===== config.mk =====
export PLATFORM = sky130hd
export DESIGN_NAME = fpdiv
export DESIGN_NICKNAME = d
export VERILOG_FILES = /design/src/rtl/fpdiv.sv
export SDC_FILE = /design/constraint.sdc
export NUM_CORES = 1
export LEC_CHECK = 0
export ABC_CLOCK_PERIOD_IN_PS = 3400
export CORE_ASPECT_RATIO = 1.1
export CORE_MARGIN = 2
export CORE_UTILIZATION = 30
export CTS_BUF_LIST = sky130_fd_sc_hd__clkbuf_16
export CTS_CLUSTER_DIAMETER = 120
export DETAILED_ROUTE_END_ITERATION = 8
export PLACE_DENSITY_LB_ADDON = 0.05
export SETUP_SLACK_MARGIN = 0.1
export SYNTH_ARGS = -nofsm -noshare
export SYNTH_HDL_FRONTEND = slang
export SYNTH_SLANG_ARGS = --single-unit

===== constraint.sdc =====
create_clock -name clk -period 3.4 [get_ports clk]
set_input_delay 0.85 -clock clk [delete_from_list [all_inputs] [get_ports clk]]
set_output_delay 0.85 -clock clk [all_outputs]
set_load 0.01 [all_outputs]

===== src/rtl/fpdiv.sv =====
// Multi-cycle IEEE-754 single-precision divider: restoring mantissa division,
// one quotient bit per cycle, truncating rounding, denormals flushed to zero.
module fpdiv (
  input  logic        clk,
  input  logic        reset,
  input  logic        start,
  input  logic [31:0] dataa,
  input  logic [31:0] datab,
  output logic        busy,
  output logic        done,
  output logic [31:0] result
);

  typedef enum logic [2:0] {IDLE, CHECK, DIV, NORM, DONE} state_t;

  state_t             state_q, state_d;
  logic [31:0]        a_q, a_d, b_q, b_d;
  logic signed [9:0]  exp_q, exp_d;
  logic [24:0]        rem_q, rem_d;
  logic [23:0]        div_q, div_d;
  logic [24:0]        quo_q, quo_d;
  logic [4:0]         cnt_q, cnt_d;
  logic [31:0]        res_q, res_d;
  logic [31:0]        result_q, result_d;
  logic               busy_q, busy_d;
  logic               done_q, done_d;

  logic               sign;
  logic               a_zero, b_zero, a_inf, b_inf;
  logic [24:0]        trial;
  logic               ge;
  logic signed [9:0]  norm_exp;
  logic [22:0]        norm_mant;

  assign sign   = a_q[31] ^ b_q[31];
  assign a_zero = (a_q[30:23] == 8'h00);
  assign b_zero = (b_q[30:23] == 8'h00);
  assign a_inf  = (a_q[30:23] == 8'hFF);
  assign b_inf  = (b_q[30:23] == 8'hFF);

  assign ge    = (rem_q >= {1'b0, div_q});
  assign trial = rem_q - {1'b0, div_q};

  // q[24] carries weight 2^0; a clear bit means the quotient is below 1.0.
  assign norm_exp  = quo_q[24] ? exp_q : exp_q - 10'sd1;
  assign norm_mant = quo_q[24] ? quo_q[23:1] : quo_q[22:0];

  always_ff @(posedge clk) begin
    if (reset) begin
      state_q  <= IDLE;
      a_q      <= '0;
      b_q      <= '0;
      exp_q    <= '0;
      rem_q    <= '0;
      div_q    <= '0;
      quo_q    <= '0;
      cnt_q    <= '0;
      res_q    <= '0;
      result_q <= '0;
      busy_q   <= 1'b0;
      done_q   <= 1'b0;
    end else begin
      state_q  <= state_d;
      a_q      <= a_d;
      b_q      <= b_d;
      exp_q    <= exp_d;
      rem_q    <= rem_d;
      div_q    <= div_d;
      quo_q    <= quo_d;
      cnt_q    <= cnt_d;
      res_q    <= res_d;
      result_q <= result_d;
      busy_q   <= busy_d;
      done_q   <= done_d;
    end
  end

  always_comb begin
    state_d  = state_q;
    a_d      = a_q;
    b_d      = b_q;
    exp_d    = exp_q;
    rem_d    = rem_q;
    div_d    = div_q;
    quo_d    = quo_q;
    cnt_d    = cnt_q;
    res_d    = res_q;
    result_d = result_q;
    busy_d   = busy_q;
    done_d   = 1'b0;

    case (state_q)
      IDLE: begin
        if (start) begin
          a_d     = dataa;
          b_d     = datab;
          busy_d  = 1'b1;
          state_d = CHECK;
        end
      end
      CHECK: begin
        state_d = DONE;
        if (a_inf || b_inf) begin
          res_d = 32'h7FC0_0000;
        end else if (a_zero && b_zero) begin
          res_d = 32'h7FC0_0000;
        end else if (b_zero) begin
          res_d = {sign, 8'hFF, 23'd0};
        end else if (a_zero) begin
          res_d = {sign, 31'd0};
        end else begin
          exp_d   = $signed({2'b00, a_q[30:23]}) - $signed({2'b00, b_q[30:23]}) + 10'sd127;
          rem_d   = {2'b01, a_q[22:0]};
          div_d   = {1'b1, b_q[22:0]};
          quo_d   = '0;
          cnt_d   = '0;
          state_d = DIV;
        end
      end
      DIV: begin
        // The partial remainder stays below 2^24 after each step, so the shift is lossless.
        if (ge) begin
          rem_d = {trial[23:0], 1'b0};
          quo_d = {quo_q[23:0], 1'b1};
        end else begin
          rem_d = {rem_q[23:0], 1'b0};
          quo_d = {quo_q[23:0], 1'b0};
        end
        if (cnt_q == 5'd24) begin
          state_d = NORM;
        end else begin
          cnt_d = cnt_q + 5'd1;
        end
      end
      NORM: begin
        if (norm_exp >= 10'sd255) begin
          res_d = {sign, 8'hFF, 23'd0};
        end else if (norm_exp <= 10'sd0) begin
          res_d = {sign, 31'd0};
        end else begin
          res_d = {sign, norm_exp[7:0], norm_mant};
        end
        state_d = DONE;
      end
      DONE: begin
        result_d = res_q;
        done_d   = 1'b1;
        busy_d   = 1'b0;
        state_d  = IDLE;
      end
      default: state_d = IDLE;
    endcase
  end

  assign busy   = busy_q;
  assign done   = done_q;
  assign result = result_q;

endmodule


=== Yosys cells after proc, flatten, opt, wreduce, memory -nomap -nowiden ===
Cells that the tools add are included.
Widths: inputs -> output; s select.

* Bits in writable memories: 0
* Bits in registers: 222
* Memories: 0
* ROM bits: 0
* Latch bits: 0
* Input port bits: 67

* Reduce and logical (&&, ||, !) cells: 15
* Bitwise gates (word level): 5
* Eq/ne operators: 15
* Multiplexer cells: 37
* Add/subtract/negate cells: 5
* Divide/modulo/power cells: 0
* $lt $le $gt $ge: 3
* Multipliers: 0
* Shift operators: 0

{| class="wikitable"
|+ Operators by type and width
! operator !! count
|-
| $mux 25 || 9
|-
| $mux 32 || 4
|-
| $pmux 25 s2 || 2
|-
| $pmux 32 s2 || 1
|-
| $mux 31 || 2
|-
| $ge 25x24->1 || 1
|-
| $mux 5 || 5
|-
| $sub 24x24->24 || 1
|-
| $mux 23 || 1
|-
| $mux 3 || 6
|-
| $eq 8x8->1 const B || 2
|-
| $logic_not 8->1 || 2
|-
| $ne 2x2->1 const B || 7
|-
| $pmux 3 s4 || 1
|-
| $add 9x8->10 const B || 1
|-
| $ge 10x9->1 const B || 1
|-
| $le 10x1->1 const B || 1
|-
| $mux 10 || 1
|-
| $pmux 5 s2 || 1
|-
| $reduce_and 5->1 || 2
|-
| $sub 10x2->10 const B || 1
|-
| $sub 8x8->9 || 1
|-
| $reduce_and 2->1 || 4
|-
| $eq 3x2->1 const B || 2
|-
| 14 further kinds || 21
|}

=== Logic depth before layout (Yosys ltp) ===
* Depth in word-level cells: 6
* Gate-level depth with buffers: 12
* Mapped depth without buffers: 12

=== Least setup slack after synthesis ===
OpenSTA, ideal clock, no wires.

* Path type: reg2reg
* From: register div_q[1]
* To: register rem_q[18]
* Period minus slack after synthesis: 2.792 ns
* Path buffers: 2
* Data arrival time: 2.656 ns
* Required time: 3.264 ns
* Stages on the path, launching flop included: 13
* Slack: 0.608 ns
* Path through: dfxtp_1 > inv_1 > ha_1 > nor2b_1 > o31a_1 > o31ai_1 > a2111o_1 > a2111oi_4 > or2_1 > buf_6 > buf_12 > mux2i_1 > a211oi_2

* Longest elaborated chain between the ends: 3
* Elaborated cells on any way between the ends: 4

{| class="wikitable"
|+ RTL lines
! what !! RTL line !! RTL
|-
| start: declaration || 20 || <nowiki>logic [23:0] div_q, div_d;</nowiki>
|-
| start signal: assignment || 68 || <nowiki>div_q <= div_d;</nowiki>
|-
| $sub 24x24->24 / $ge 25x24->1 (equally long branches) || 42, 41 ||
|-
| $mux 25 * || 122 || <nowiki>if (ge) begin</nowiki>
|-
| $pmux 25 s2 * || 92 || <nowiki>case (state_q)</nowiki>
|-
| end signal: assignment || 67 || <nowiki>rem_q <= rem_d;</nowiki>
|-
| end: declaration || 19 || <nowiki>logic [24:0] rem_q, rem_d;</nowiki>
|}

Mark *: on every way between the ends. The rest lies on a longest branch, timed or not.
A chain may end at the register's enable or synchronous reset.

=== Final worst setup path ===
* From: register div_q[1]
* To: register rem_q[4]

The elaborated chain is that of the path after synthesis.

==> metrics.md <==
| Metric | Value |
|---|---|
| Status | finished clean |
| Simple logic cell fraction of the synthesized area | 22.8% |
| Clk Latency, worst-skew pair | 0.53 ns |
| Root Driver | clkbuf_16 |
| Syn_nets | 1460 |
| Clk buf depth | 3 |
| Clk sinks | 222 |
| Measured slew at the worst slew-check pin | 1.20 ns |
| # DRC | 0 |
| Ys Warns | 0 |
| Post-synthesis xor/xnor area fraction | 2.83% |
| Num rows | 72 |
| Initial antenna violation count | 0 |
| Layout area overhead | 22.1% |
| Post-Syn Area | 10600 sq um |
| Max FO, Critical Path | 9 |
| Final worst-path cycle share | 89.6% |
| Hold_sp | res_q[16] |
| Design area | 12900 sq um |
| Ratio of cells with drive above 1 in the final layout | 6.28% |
| Via-to-Cell Ratio | 4.80 |
| Flop-to-flop setup slack | 0.35 ns |
| Starting DRC count in detailed routing | 401 |
| Post-Syn Area per Cell | 7.81 sq um |
| Fmax | 0.328 GHz |
| DP Wirelength | 19700 um |
| Starting Density | 30.3% |
| Final #Nets | 1534 |
| CP Cell Sequence | inv_1 -> ha_1 -> nor2b_1 -> o31a_1 -> o31ai_1 -> a2111o_1 -> a2111oi_4 -> or2_1 -> buf_4 -> mux2i_1 -> a211oi_1 |
| Resized cells post-CTS | 0 |
| Die Y | 201 um |
| Hold crit path type | flop to flop |
| WL/cell | 15.0 um |
| Max Cap Viol | 0 |
| Largest family of logic cells by synthesized area | simple AND/OR/NAND/NOR gates |
| I/O pin total | 101 |
| Crit path DAT | 3.43 ns |
| Slowest CP cell | a2111o_1 |
| Core Util, Final | 37.0% |
| Hold EP | res_q[16] |
| Fin cells | 1893 |
| Post-Synthesis Cells | 1355 |
| Area of the core | 35000 sq um |
| Post-synthesis sequential area ratio | 42.0% |
| Gpl congestion | 0.809 |
| Ant diodes | 0 |
| Primary FF master, synth | dfxtp_1 |
| Max H-tree Level | 1 |
| Kind of critical path | flop to flop |
| #FFs+latches synth | 222 |
| Final min period | 3.05 ns |
| Post-synth cell types | 69 |
| FFs w/ async S/R, synth | 0% |
| Vias after detailed routing | 9090 |
| Leak | 0.00474 uW |
| Worst EP required | 3.78 ns |
| Final Max Tran Viols | 0 |
| Post-synthesis adder-cell area fraction | 4.64% |
| Total Routing Usage GR | 15.6% |
| Worst Setup End Kind | flop |
| Routed WL | 28300 um |
| EDFF count, synth | 0 |
| Worst r2r dst | rem_q[4] |
| Power density over the cells | 624 nW/um^2 |
| ANT nets after route | 0 |
| Multiplexer area fraction after synthesis | 4.34% |
| CTS Buf Count | 27 |
| Placed cell count | 1844 |
| Hold Fails Final Rpt | 0 |
| RSZ-0062 raised after global routing | no |
| Relative slew slack | 20.1% |
| Setup TNS | 0 ns |
| Endpoints failing setup | 0 |
| Total gr overflow | 0 |
| Largest net degree at the start of global routing | 68 |
| Start of the worst register-to-register path | div_q[1] |
| Clock-pin slew on the worst setup and hold paths | 0.06 ns |
| TritonCTS clock tree | built |
| Post-DP Area | 12000 sq um |
| Worst hold path depth | 2 |
| Synth Area in Compound Gates | 18.4% |
| Die ar. | 36800 sq um |
| Chip width | 183 um |
| Max stage delay on crit path | 0.44 ns |
| Critical path launch point type | flop |
| Vias in the first global route | 9196 |
| Max IR drop VDD | 0.000426 V |
| First-pass GRT wire length | 47900 um |
| Drt pass-1 iters | 4 |
| Worst r2r path cells | 11 |
| Clk_skew | 0.00901 ns |
| Cts hold-fix bufs | 0 |
| Buffers on Ports | 100 |
| Post-CTS setup buffer count | 0 |
registers in the layout, summed over array words and instances (netlist names), 5 cells and up:
register / flops
a_q: 32
b_q: 32
cnt_q: 5
div_q: 24
exp_q: 10
quo_q: 25
rem_q: 25
res_q: 32
result: 32
final cells by class:
cell class	count	area (sq um)
Timing Repair Buffer	128	1220
Tap cell	444	556
Sequential cell	222	4440
Fill cell	3754	22000
Clock buffer	27	676
Multi-Input combinational cell	1002	5640
Clock inverter	22	200
Inverter	48	180
synth_stat cells (all sizes together), types with 8 or more instances:
library cell,instances,area share (%)
nor3,18,0.85
nand2b,8,0.47
mux2i,38,3.6
a21oi,190,9.0
a21o,10,0.71
nand2,356,13
inv,48,1.7
nand3,43,2.1
clkbuf,70,2.5
xnor2,16,1.5
buf,13,0.71
nor4,10,0.73
nor2,60,2.1
nor2b,9,0.53
nand4,12,0.71
ha,36,4.3
a211oi,18,1.3
o21ai,57,2.7
and3,14,0.83
xor2,16,1.3
dfxtp,222,42
per-stage QoR:
| step | hold WS (ns) | setup WS [ns] | total power, uW |
|---|---|---|---|
| final | 0.450 | 0.354 | 8060 |
| after global routing | 0.467 | 0.120 | 8590 |
| after CTS | 0.451 | 0.321 | 8200 |
| after detailed placement | 0.441 | 0.343 | 5260 |
| after global placement | 0.437 | 0.412 | 5260 |
| after floorplan | 0.425 | 0.608 | 4640 |
critical path, delay by kind of cell (launching register included):
kind / cells / cell delay (ns)
adders and majority gates: 1 / 0.28
AOI/OAI and AO/OA: 5 / 1.22
and+or+nand+nor: 2 / 0.48
muxes: 1 / 0.21
buffers and inverters: 2 / 0.31
DFF: 1 / 0.38
cells by family (layout without fill, tap and decap cells):
family	after synthesis	after routing
AND/OR/NAND/NOR	555	555
buffers and inverters	131	225
adder cells (fa/ha/maj)	38	38
XOR/XNOR	32	32
flip-flops	222	222
AO/OA/AOI/OAI	332	332
multiplexers	45	45
layer usage:
layer	vias to the layer above	global-route usage, %	wire [um]
li1	4783	-	-
met1	4146	21.5	14300
met2	125	25.5	12400
met3	36	2.29	1050
met4	0	3.83	488
met5	-	0	0
power breakdown:
part / leakage [uW] / internal [uW] / switching (uW) / total (uW)
clock: 0.000463 / 1730 / 1150 / 2880
combinational: 0.00247 / 979 / 1370 / 2350
sequential: 0.00180 / 2730 / 105 / 2830
how the worst max path moves through the flow:
stage	depth (start not counted)	start	to
floorplan	12	div_q[1]	rem_q[18]
global placement	11	div_q[5]	rem_q[6]
detailed placement	11	div_q[5]	rem_q[4]
CTS	11	div_q[5]	rem_q[4]
global route	11	div_q[1]	rem_q[4]
finish	11	div_q[1]	rem_q[4]
cell usage in the layout, fill, tap and decap left out, types with 8 or more instances in the layout:
master           instances
and3_1                  14
buf_4                   27
nor2b_1                  9
a21o_1                  10
mux2i_1                 38
nand2_1                356
nor4_1                   9
xnor2_1                 15
nor2_1                  58
a211oi_1                17
nand4_1                 12
clkbuf_16               27
nand2b_1                 8
inv_1                   56
a21oi_1                190
o21ai_0                 52
ha_1                    36
nor3_1                  17
nand3_1                 41
clkdlybuf4s50_1         99
xor2_1                  16
dfxtp_1                222
Power figures use the tool's default switching activity.
